`config.mk`:
```
export PLATFORM = sky130hd
export DESIGN_NAME = conv_kernel_loader_flat
export DESIGN_NICKNAME = d
export VERILOG_FILES = /design/src/rtl/conv_kernel_loader_pkg.sv /design/src/rtl/conv_kernel_loader_if.sv /design/src/rtl/conv_kernel_loader.sv /design/src/flat_wrapper.sv
export SDC_FILE = /design/constraint.sdc
export NUM_CORES = 1
export LEC_CHECK = 0
export ABC_AREA = 1
export BUFFER_PORTS_ARGS = -buffer_cell sky130_fd_sc_hd__buf_2
export CAP_MARGIN = 20
export CORE_ASPECT_RATIO = 0.75
export CORE_UTILIZATION = 26
export CTS_BUF_LIST = sky130_fd_sc_hd__clkbuf_2 sky130_fd_sc_hd__clkbuf_4 sky130_fd_sc_hd__clkbuf_8
export DETAILED_ROUTE_END_ITERATION = 7
export MAX_ROUTING_LAYER = met4
export PLACE_DENSITY = 0.53
export SLEW_MARGIN = 20
export SYNTH_ARGS = -nofsm -noshare
export SYNTH_HDL_FRONTEND = slang
export SYNTH_SLANG_ARGS = --single-unit
```
`constraint.sdc`:
```
create_clock -name clk -period 2.3 [get_ports clk]
set_clock_uncertainty 0.1 [all_clocks]
set_input_delay 0.46 -clock clk [delete_from_list [all_inputs] [get_ports clk]]
set_output_delay 0.46 -clock clk [all_outputs]
set_load 0.02 [all_outputs]
```
`src/rtl/conv_kernel_loader_pkg.sv`:
```
// cnn_pkg: layer constants, word-count helpers and loader FSM encoding shared by the CNN blocks.
package cnn_pkg;
    localparam int KERNEL_TAPS = 9;
    localparam int DEF_CHANEL = 4;
    localparam int DEF_FILTER = 8;
    typedef logic [15:0] addr_t;
    typedef logic [31:0] word_t;
    typedef logic [2:0] state_t;
    localparam logic [2:0] ST_IDLE      = 3'd0;
    localparam logic [2:0] ST_READ      = 3'd1;
    localparam logic [2:0] ST_DRAIN     = 3'd2;
    localparam logic [2:0] ST_WAIT_DONE = 3'd3;
    localparam logic [2:0] ST_FINISH    = 3'd4;
    function automatic int wpf(input int chanel);
        return KERNEL_TAPS * chanel + 1;
    endfunction
    function automatic int total_words(input int chanel, input int filter);
        return filter * wpf(chanel);
    endfunction
    localparam int WPF = wpf(DEF_CHANEL);
    localparam int TOTAL = total_words(DEF_CHANEL, DEF_FILTER);
endpackage

```
`src/rtl/conv_kernel_loader_if.sv`:
```
// conv_kernel_loader_if: weight-ROM read port plus kernel stream towards the convolution layer.
interface conv_kernel_loader_if;
    import cnn_pkg::*;
    logic  rom_en;
    addr_t rom_addr;
    word_t rom_data;
    logic  load_kernel;
    word_t kernel;
    logic  load_kernel_done;
    modport master (output rom_en, rom_addr, load_kernel, kernel, input rom_data, load_kernel_done);
    modport slave  (input rom_en, rom_addr, load_kernel, kernel, output rom_data, load_kernel_done);
endinterface

```
`src/rtl/conv_kernel_loader.sv`:
```
// conv_kernel_loader: streams every filter's weights and bias from the weight ROM into the conv layer.
module conv_kernel_loader
    import cnn_pkg::*;
#(
    parameter int          CHANEL    = DEF_CHANEL,
    parameter int          FILTER    = DEF_FILTER,
    parameter logic [15:0] BASE_ADDR = 16'h0000,
    parameter int          TIMEOUT   = 64
) (
    input  logic                 clk,
    input  logic                 resetn,
    input  logic                 start,
    input  logic                 hold,
    output logic                 busy,
    output logic                 done,
    output logic                 error,
    conv_kernel_loader_if.master bus
);
    localparam int TOT = total_words(CHANEL, FILTER);
    localparam int IW = $clog2(TOT + 1);
    localparam int CW = $clog2(TIMEOUT + 1);
    state_t        state, nxt;
    logic [IW-1:0] idx;
    logic [CW-1:0] cnt;
    word_t         kernel_q;
    logic          last_rd, timeout;
    assign busy         = state != ST_IDLE;
    assign bus.rom_en   = state == ST_READ && !hold;
    assign bus.rom_addr = bus.rom_en ? BASE_ADDR + 16'(idx) : '0;
    assign last_rd      = bus.rom_en && idx == IW'(TOT - 1);
    assign timeout      = cnt == CW'(TIMEOUT - 1);
    // ROM data arrives with the strobe; kernel_q keeps the last word between strobes
    assign bus.kernel   = bus.load_kernel ? bus.rom_data : kernel_q;
    always_comb begin
        nxt = state == ST_IDLE      ? (start ? ST_READ : ST_IDLE) :
              state == ST_READ      ? (last_rd ? ST_DRAIN : ST_READ) :
              state == ST_DRAIN     ? ST_WAIT_DONE :
              state == ST_WAIT_DONE ? ((bus.load_kernel_done || timeout) ? ST_FINISH : ST_WAIT_DONE) :
                                      ST_IDLE;
    end
    always_ff @(posedge clk or negedge resetn) begin
        if (!resetn) begin
            state           <= ST_IDLE;
            idx             <= '0;
            cnt             <= '0;
            kernel_q        <= '0;
            bus.load_kernel <= 1'b0;
            done            <= 1'b0;
            error           <= 1'b0;
        end else begin
            state           <= nxt;
            idx             <= state == ST_IDLE ? '0 : bus.rom_en ? idx + 1'b1 : idx;
            cnt             <= state == ST_WAIT_DONE ? cnt + 1'b1 : '0;
            bus.load_kernel <= bus.rom_en;
            done            <= state == ST_FINISH;
            if (bus.load_kernel) kernel_q <= bus.rom_data;
            if (state == ST_IDLE && start) error <= 1'b0;
            else if (state == ST_WAIT_DONE && !bus.load_kernel_done && timeout) error <= 1'b1;
        end
    end
endmodule

```
`src/flat_wrapper.sv`:
```
// flat-port wrapper written by rule: the top's interface ports become plain ports
module conv_kernel_loader_flat import cnn_pkg::*;
#(
    parameter int          CHANEL    = DEF_CHANEL,
    parameter int          FILTER    = DEF_FILTER,
    parameter logic [15:0] BASE_ADDR = 16'h0000,
    parameter int          TIMEOUT   = 64
)
  (clk, resetn, start, hold, busy, done, error, bus_rom_en, bus_rom_addr, bus_load_kernel, bus_kernel, bus_rom_data, bus_load_kernel_done);
  conv_kernel_loader_if bus_i ();
  input  logic clk;
  input  logic resetn;
  input  logic start;
  input  logic hold;
  output logic busy;
  output logic done;
  output logic error;
  output wire logic [$bits(bus_i.rom_en)-1:0] bus_rom_en;
  output wire logic [$bits(bus_i.rom_addr)-1:0] bus_rom_addr;
  output wire logic [$bits(bus_i.load_kernel)-1:0] bus_load_kernel;
  output wire logic [$bits(bus_i.kernel)-1:0] bus_kernel;
  input wire logic [$bits(bus_i.rom_data)-1:0] bus_rom_data;
  input wire logic [$bits(bus_i.load_kernel_done)-1:0] bus_load_kernel_done;
  assign bus_rom_en = bus_i.rom_en;
  assign bus_rom_addr = bus_i.rom_addr;
  assign bus_load_kernel = bus_i.load_kernel;
  assign bus_kernel = bus_i.kernel;
  assign bus_i.rom_data = bus_rom_data;
  assign bus_i.load_kernel_done = bus_load_kernel_done;
  conv_kernel_loader #(.CHANEL(CHANEL), .FILTER(FILTER), .BASE_ADDR(BASE_ADDR), .TIMEOUT(TIMEOUT)) u_core (.clk(clk), .resetn(resetn), .start(start), .hold(hold), .busy(busy), .done(done), .error(error), .bus(bus_i));
endmodule
```
==> reports/metrics.cfg, run 1 <==
[pwr]
switchingPower_mw = 1.608
p_sw_share_pct = 41.83
comb_power_share_pct = 48.1
seq_power_share_pct = 36.9
pwr-share-clk_pct = 15.0
p_int_mw = 2.236
power_mw = 3.843
power.density_mw_per_mm2 = 1237
ir_worst_vdd_uv = 320.0
p_leak_nw = 1.541

[placement]
port-buffer-count = 82
dp_hpwl_um = 4080
pre_cts_ws_ns = 0.4366
gp_congestion = 0.7892

[synthesis]
ys_ff_latch = 54
synth.area.top_cells = dfrtp_1, mux2_2, nand2_1
synth_top_area_share_pct = 54.85
synth_top_family_by_area = simple AND/OR/NAND/NOR gates
yosysTopAreaCell = dfrtp_1
seq_area_frac_synth_pct = 54.85
synth-simple-area-share_pct = 19.45
synth.avg_cell_area_um2 = 10.22
ys_warn_count = 0
synthAdderAreaFrac_pct = 1.016
synth.distinct_cells = 26
synthFlopType = dfrtp_1
synth_edf_count = 0
synthArstFlopShare_pct = 100.0
synth_compound_area_share_pct = 2.590
synthCells = 241
netlist_area_mm2 = 0.002464
synthXorXnorAreaFrac_pct = 0
muxShareOfSynthArea_pct = 14.63

[sta]
rsz0062_at_grt = no
maxSlewViolCount = 0
worst_hold_slack_ns = 0.04887
fin_crit_sh_pct = 93.92
setup_viol = 0
fin_ws_ns = 0.1398
finalSetupTns_ns = 0
period_needed_ns = 2.160
fmax_ghz = 0.4629
hold_viol = 0

[final_layout]
drive_gt1_share_pct = 40.55
fillers = 939
antenna_cells = 0
final_core_util_pct = 34.07
nets = 366
final_cell_mix = buf_2, dfrtp_1, nand2_1
final_common_cell = buf_2
area_growth_pct = 26.16

[setup_path]
path_max_fanout = 8
endpoint_kind = primary output
cp.required_ns = 1.74
crit_type = flop to primary output
start_kind = flop
ff2ff_path_depth = 6
arrival_ns = 1.60

[clock_tree]
cts_tree = done
cts_root_buf = clkbuf_8
clk_pin_slew_ns = 0.10
postCtsSetupBuffers = 0
numCtsBuffers = 5
hold_buffers = 0
htree_levels = 2
clk_latency_ns = 0.31
clockBufferDepth = 2
cts.sinks = 54
post_cts_resized = 0

[global_routing]
grt_pass1_vias = 1851
grt_pass1_wl_um = 8935
antenna_found_initial = 0
track_usage_pct = 12.05
overflow = 0
grt_max_degree = 34

[floorplan]
die_x_um = 114.4
initial_core_util_pct = 27.01
die_y_um = 86.30
fp-row-count = 30
coreArea_mm2 = 0.009121
ioPinCount = 90
die_area_mm2 = 0.009873

[outcome]
outcome = finished clean

[hold_path]
holdCritPathClass = primary input to async pin

[job]
cap_violations = 0

[route]
totalWireLength_um = 5392
antenna_left = 0
first_pass_iters = 4
drt-initial-drc-count = 67
num_vias = 1908
viasPerCell = 4.184
drc = 0
avgRoutedWirePerCell_um = 11.82

## cells in the mapped netlist (2+ instances only)
cell type / instances
nor3b_1: 2
inv_2: 2
buf_2: 3
buf_4: 8
inv_1: 22
a21oi_1: 5
o21ai_0: 4
nand3_2: 2
ha_1: 2
mux2_1: 2
o21ai_1: 2
mux2_2: 30
nor2_1: 34
dfrtp_1: 54
nand3_1: 11
nand4_1: 5
nor3_1: 5
nand2_1: 40
## area by class of cell
cell class                 count  area [um2]  area share (%)
inverter                      24       90.09           2.899
clock buffer                   6       82.58           2.657
multi-input combinational    156       954.7           30.72
tap                          128       160.2           5.153
sequential                    54        1351           43.48
timing repair buffer          86       452.9           14.57
clock inverter                 2       16.27          0.5233
## critical path, cell delays in order, from the launching register on
cell and delay (ns):
dfrtp_1 0.42, inv_1 0.20, nand3_1 0.37, buf_2 0.30
## state kept, by name, summed over array words and instances, names as in the netlist
name and count:
u_core.kernel_q 32, u_core.idx 9, u_core.cnt 7, u_core.state 3
u_core.bus.load_kernel 1, u_core.done 1, u_core.error 1
## power groups by stage
stage | registers, mW | clock network, mW | logic, mW
3_3_place_gp | 1.42 | 0 | 1.85
4_1_cts | 1.42 | 0.626 | 1.88
3_5_place_dp | 1.44 | 0 | 1.88
6_report | 1.42 | 0.577 | 1.85
2_1_floorplan | 1.41 | 0 | 1.32
5_1_grt | 1.46 | 0.658 | 2.02
## final timing paths
check / endpoint / slack [ns] / start
max: busy / 0.14 / u_core.state[2]
min: u_core.kernel_q[14] / 0.05 / resetn
min reg2reg: u_core.cnt[0] / 0.37 / u_core.cnt[0]
max in group asynchronous: u_core.kernel_q[7] / 1.75 / resetn
max reg2reg: u_core.idx[4] / 0.60 / u_core.state[0]
min in group clk: u_core.kernel_q[4] / 0.28 / bus_rom_data[4]
## cells by family (layout without fill, tap and decap cells)
logic type,after synthesis,in the layout
AO/OA/AOI/OAI,12,12
adder cells (fa/ha/maj),2,2
buffers and inverters,37,118
flip-flops,54,54
multiplexers,32,32
other,1,7
AND/OR/NAND/NOR,103,103
## metal layers
layer  global-route usage [%]  share of wire (%)  vias up
li1                         -                  -      938
met5                        -                  0        -
met1                    15.65                 50      896
met2                    18.07                 42       69
met3                    3.916                7.3        5
met4                    3.188               0.74        0
## per-stage QoR
step,cells,instance area (um2)
after CTS,456,3108
after global placement,448,3009
final,456,3108
after floorplan,247,2486
after global routing,456,3108
after detailed placement,448,3009
Note: power is estimated with default switching activity, not from simulation.
==> run 2, diff against run 1 <==
Settings changed: PLACE_DENSITY 0.53 to 0.55.
Clock period 2.3 ns to 1.8 ns, I/O delays scaled along.
==> run 2 against run 1 <==
The flow now finishes with violations (setup timing). Critical path depth unchanged. Sequential power up 27%. Die area unchanged. Wire length up 4.4%. Cell count up 3.5%. Register-to-register slack worse by 0.31 ns. Largest cell class unchanged.
==> reports/metrics.cfg, run 2 (synthesized netlist as in run 1, its figures left out) <==
[outcome]
outcome = finished with violations
violations = setup timing

[global_routing]
grt_max_degree = 55
overflow = 0
grt_pass1_vias = 1899
grt_pass1_wl_um = 9163
track_usage_pct = 12.47
antenna_found_initial = 0

[clock_tree]
cts_tree = done
numCtsBuffers = 5
htree_levels = 2
clockBufferDepth = 2
clk_pin_slew_ns = 0.10
cts_root_buf = clkbuf_8
clk_latency_ns = 0.32
cts.sinks = 54

[setup_path]
path_max_fanout = 16
crit_type = flop to primary output
endpoint_kind = primary output
ff2ff_path_depth = 9
start_kind = flop
ff2ff_setup_slack_ns = 0.29
arrival_ns = 1.46
cp.required_ns = 1.34

[final_layout]
drive_gt1_share_pct = 46.80
area_growth_pct = 41.19
largest_register_ffs = 32
final_cell_mix = buf_2, dfrtp_1, nand2_1
nets = 382
final_common_cell = buf_2
fillers = 928
final_core_util_pct = 38.13
antenna_cells = 0
largestRegisters = u_core.kernel_q: 32 flops, u_core.idx: 9 flops, u_core.cnt: 7 flops
multiInputGateArea_mm2 = 0.001055
regMostFlops = u_core.kernel_q
final-seq-area_mm2 = 0.001354

[sta]
hold_viol = 0
fin_ws_ns = -0.1245
finalSetupTns_ns = -3.811
fin_crit_sh_pct = 106.9
setup_viol = 41
worst_hold_slack_ns = 0.1876
rsz0062_at_grt = yes
fmax_ghz = 0.5196
maxSlewViolCount = 0
period_needed_ns = 1.924

[floorplan]
coreArea_mm2 = 0.009121
ioPinCount = 90
die_area_mm2 = 0.009873
fp-row-count = 30
die_x_um = 114.4
die_y_um = 86.30
initial_core_util_pct = 27.01

[pwr]
power_mw = 5.585
ir_worst_vdd_uv = 582.6
power.density_mw_per_mm2 = 1606
switchingPower_mw = 2.203
p_leak_nw = 1.679
p_int_mw = 3.382
seq_power_share_pct = 32.3
pwr-share-clk_pct = 14.8
comb_power_share_pct = 52.9
p_sw_share_pct = 39.44

[placement]
gp_congestion = 0.8196
port-buffer-count = 82
pre_cts_ws_ns = 0.1542
dp_hpwl_um = 3865

[route]
drc = 0
num_vias = 1972
first_pass_iters = 4
avgRoutedWirePerCell_um = 11.92
totalWireLength_um = 5628
drt-initial-drc-count = 74
viasPerCell = 4.178
antenna_left = 0

[hold_path]
hold_depth = 2
holdCritPathClass = primary input to flop

[job]
cap_violations = 0

## run 2: cell count changes in the layout (fill, tap and decap cells not counted), moves of 3 or more
cell / before / now
buf_6: 0 / 13
nor2_2: 1 / 5
mux2_2: 30 / 25
nor2_1: 34 / 26
nor2_4: 1 / 5
buf_2: 82 / 60
nand3_4: 1 / 4
buf_4: 3 / 24
mux2_4: 0 / 6
## run 2: worst max-delay path, stage by stage (launching register included)
cell and delay (ns):
dfrtp_2 0.43, clkbuf_16 0.20, mux2_2 0.35, buf_2 0.16
## run 2: layout make-up
class / instances / share of cell area [%]
Sequential cell: 54 / 38.92
Multi-Input combinational cell: 157 / 30.32
Timing Repair Buffer: 101 / 20.18
Tap cell: 128 / 4.604
Inverter: 24 / 2.734
Clock buffer: 5 / 1.978
Clock inverter: 3 / 1.259
## run 2: final timing paths
check,startpoint,endpoint
worst max-delay path,u_core.bus.load_kernel,bus_kernel[30]
worst min-delay path,bus_rom_data[24],u_core.kernel_q[24]
worst max register to register,u_core.state[2],u_core.idx[5]
worst min register to register,u_core.cnt[0],u_core.cnt[0]
max in group asynchronous,resetn,u_core.state[1]
min in group asynchronous,resetn,u_core.kernel_q[19]
## run 2: through the flow
stage,instances,cell area [um2]
2_1_floorplan,247,2486
3_3_place_gp,451,3044
3_5_place_dp,451,3044
4_1_cts,468,3312
5_1_grt,472,3478
6_report,472,3478
## run 2: power by group through the flow
| stage | Sequential [mW] | Clock (mW) | Combinational (mW) |
|---|---|---|---|
| 6_report | 1.80 | 0.829 | 2.95 |
| 3_3_place_gp | 1.81 | 0 | 2.43 |
| 2_1_floorplan | 1.81 | 0 | 1.69 |
| 5_1_grt | 1.85 | 0.932 | 3.19 |
| 4_1_cts | 1.79 | 0.883 | 2.68 |
| 3_5_place_dp | 1.83 | 0 | 2.46 |
## run 2: repair_timing
item	in CTS	in global routing
endpoints found under the hold margin	54	0
pin swaps	4	5
gates cloned	1	1
gates resized for setup	25	39
buffers inserted	7	3
endpoints found under the setup margin	42	43
hold buffers	1	0
## run 2: per-layer routing
metal	routed length [um]	track usage, %	vias up
met2	2471	18.07	65
li1	-	-	969
met5	0	-	-
met1	2730	16.58	930
met4	68	4.368	0
met3	357	3.636	8
==> run 3, diff against run 2 <==
Settings changed: CORE_UTILIZATION 26 to 35, PLACE_DENSITY 0.55 to 0.68.
==> run 3 against run 2 <==
The flow still finishes with violations (setup timing). Clock-buffer cell count stayed put. Total power up 0.99%. First-iteration DRC count shrank 24%. Register-to-register slack is essentially flat. Sequential cell count is the same. Fmax rose by 0.78%. Via count down 1.2%. Non-clock buffer count is 1 lower. Critical path depth unchanged. Largest cell class unchanged. Largest power group unchanged.
==> reports/metrics.cfg, run 3 (synthesized netlist as in run 1, its figures left out) <==
[final_layout]
regMostFlops = u_core.kernel_q
drive_gt1_share_pct = 46.36
fillers = 590
final_common_cell = buf_2
largest_register_ffs = 32
largestRegisters = u_core.kernel_q: 32 flops, u_core.idx: 9 flops, u_core.cnt: 7 flops
nets = 381
antenna_cells = 0
area_growth_pct = 38.85
final_cell_mix = buf_2, dfrtp_1, nand2_1
fin_area_mm2 = 0.003421

[clock_tree]
clk_pin_slew_ns = 0.11
clockBufferDepth = 2
cts.sinks = 54
clk_latency_ns = 0.31
numCtsBuffers = 5
cts_tree = done
cts_root_buf = clkbuf_8
htree_levels = 2

[global_routing]
overflow = 0
track_usage_pct = 15.31
grt_pass1_vias = 1712
grt_pass1_wl_um = 8424
antenna_found_initial = 0
grt_max_degree = 55

[sta]
rsz0062_at_grt = yes
setup_viol = 38
hold_viol = 0
maxSlewViolCount = 0
period_needed_ns = 1.910
fin_crit_sh_pct = 106.1
fmax_ghz = 0.5237
fin_ws_ns = -0.1096

[floorplan]
fp-row-count = 26
die_area_mm2 = 0.007382
ioPinCount = 90
initial_core_util_pct = 36.23
die_x_um = 98.88
die_y_um = 74.66
coreArea_mm2 = 0.006799

[setup_path]
endpoint = bus_kernel[19]
ff2ff_path_depth = 8
r2r_start = u_core.state[2]
path_max_fanout = 21
reg2reg_to = u_core.state[1]
crit_path_start = u_core.bus.load_kernel
endpoint_kind = primary output
cp.required_ns = 1.34
crit_type = flop to primary output
arrival_ns = 1.45
ff2ff_setup_slack_ns = 0.30
start_kind = flop

[pwr]
power.density_mw_per_mm2 = 1649
p_leak_nw = 1.686
ir_worst_vdd_uv = 720.8
power_mw = 5.640

[route]
first_pass_iters = 4
drc = 0
num_vias = 1948
antenna_left = 0
drt-initial-drc-count = 56
totalWireLength_um = 5554
viasPerCell = 4.562
avgRoutedWirePerCell_um = 13.01

[placement]
dp_hpwl_um = 3761
place_area_mm2 = 0.002989
gp_congestion = 0.9082
port-buffer-count = 82

[outcome]
violations = setup timing
outcome = finished with violations

[job]
cap_violations = 0

[hold_path]
holdCritPathClass = primary input to flop

-- run 3: layer usage --
metal	GRT usage, %	up-vias	routed length (um)	share of wire, %
met4	3.980	0	19	0.34
met3	3.528	2	312	5.6
li1	-	964	-	-
met5	-	-	0	0
met1	20.55	905	2640	48
met2	23.70	77	2582	46
-- run 3: what timing repair did --
item,4_1_cts,5_1_grt
gates cloned,1,1
gates resized for setup,22,48
hold buffers,1,0
setup endpoints to repair,42,43
pin swaps,3,7
buffers inserted,4,5
hold endpoints to repair,54,0
-- run 3: how the worst min path moves through the flow --
stage / startpoint / end / slack (ns) / depth (start not counted)
after floorplan: resetn / u_core.bus.load_kernel / -0.04 / 0
after global placement: resetn / u_core.kernel_q[23] / 0.28 / 2
after detailed placement: resetn / u_core.kernel_q[21] / 0.28 / 2
after CTS: bus_rom_data[4] / u_core.kernel_q[4] / 0.17 / 2
after global routing: bus_rom_data[21] / u_core.kernel_q[21] / 0.17 / 2
final: bus_rom_data[4] / u_core.kernel_q[4] / 0.18 / 2
-- run 3: worst max-delay path: stages, from the launching register on --
cell	delay (ns)
dfrtp_2	0.42
buf_12	0.18
mux2_2	0.37
buf_4	0.16
-- run 3: cell type report --
class / count / area [um2] / share of cell area [%]
Timing Repair Buffer: 100 / 693.2 / 20.26
Clock inverter: 3 / 47.55 / 1.390
Tap cell: 84 / 105.1 / 3.072
Sequential cell: 54 / 1353 / 39.54
Multi-Input combinational cell: 157 / 1061 / 31.02
Clock buffer: 5 / 68.82 / 2.012
Inverter: 24 / 92.59 / 2.707
-- run 3: power breakdown --
| group | internal [mW] | switching [mW] |
|---|---|---|
| logic | 1.34 | 1.65 |
| registers | 1.65 | 0.157 |
| clock network | 0.422 | 0.422 |
| total | 3.41 | 2.23 |
-- run 3: metrics by stage --
| step | utilization [%] | setup slack [ns] | setup TNS, ns | std cells | hold slack [ns] |
|---|---|---|---|---|---|
| floorplan | - | 0.05641 | 0 | 247 | -0.03559 |
| global placement | 43.96 | 0.1839 | 0 | 407 | 0.2809 |
| detailed placement | 43.96 | 0.1585 | 0 | 407 | 0.2812 |
| CTS | 47.48 | -0.1330 | -4.121 | 421 | 0.1720 |
| global route | 50.31 | -0.1769 | -5.715 | 427 | 0.1675 |
| finish | 50.31 | -0.1096 | -2.847 | 427 | 0.1802 |
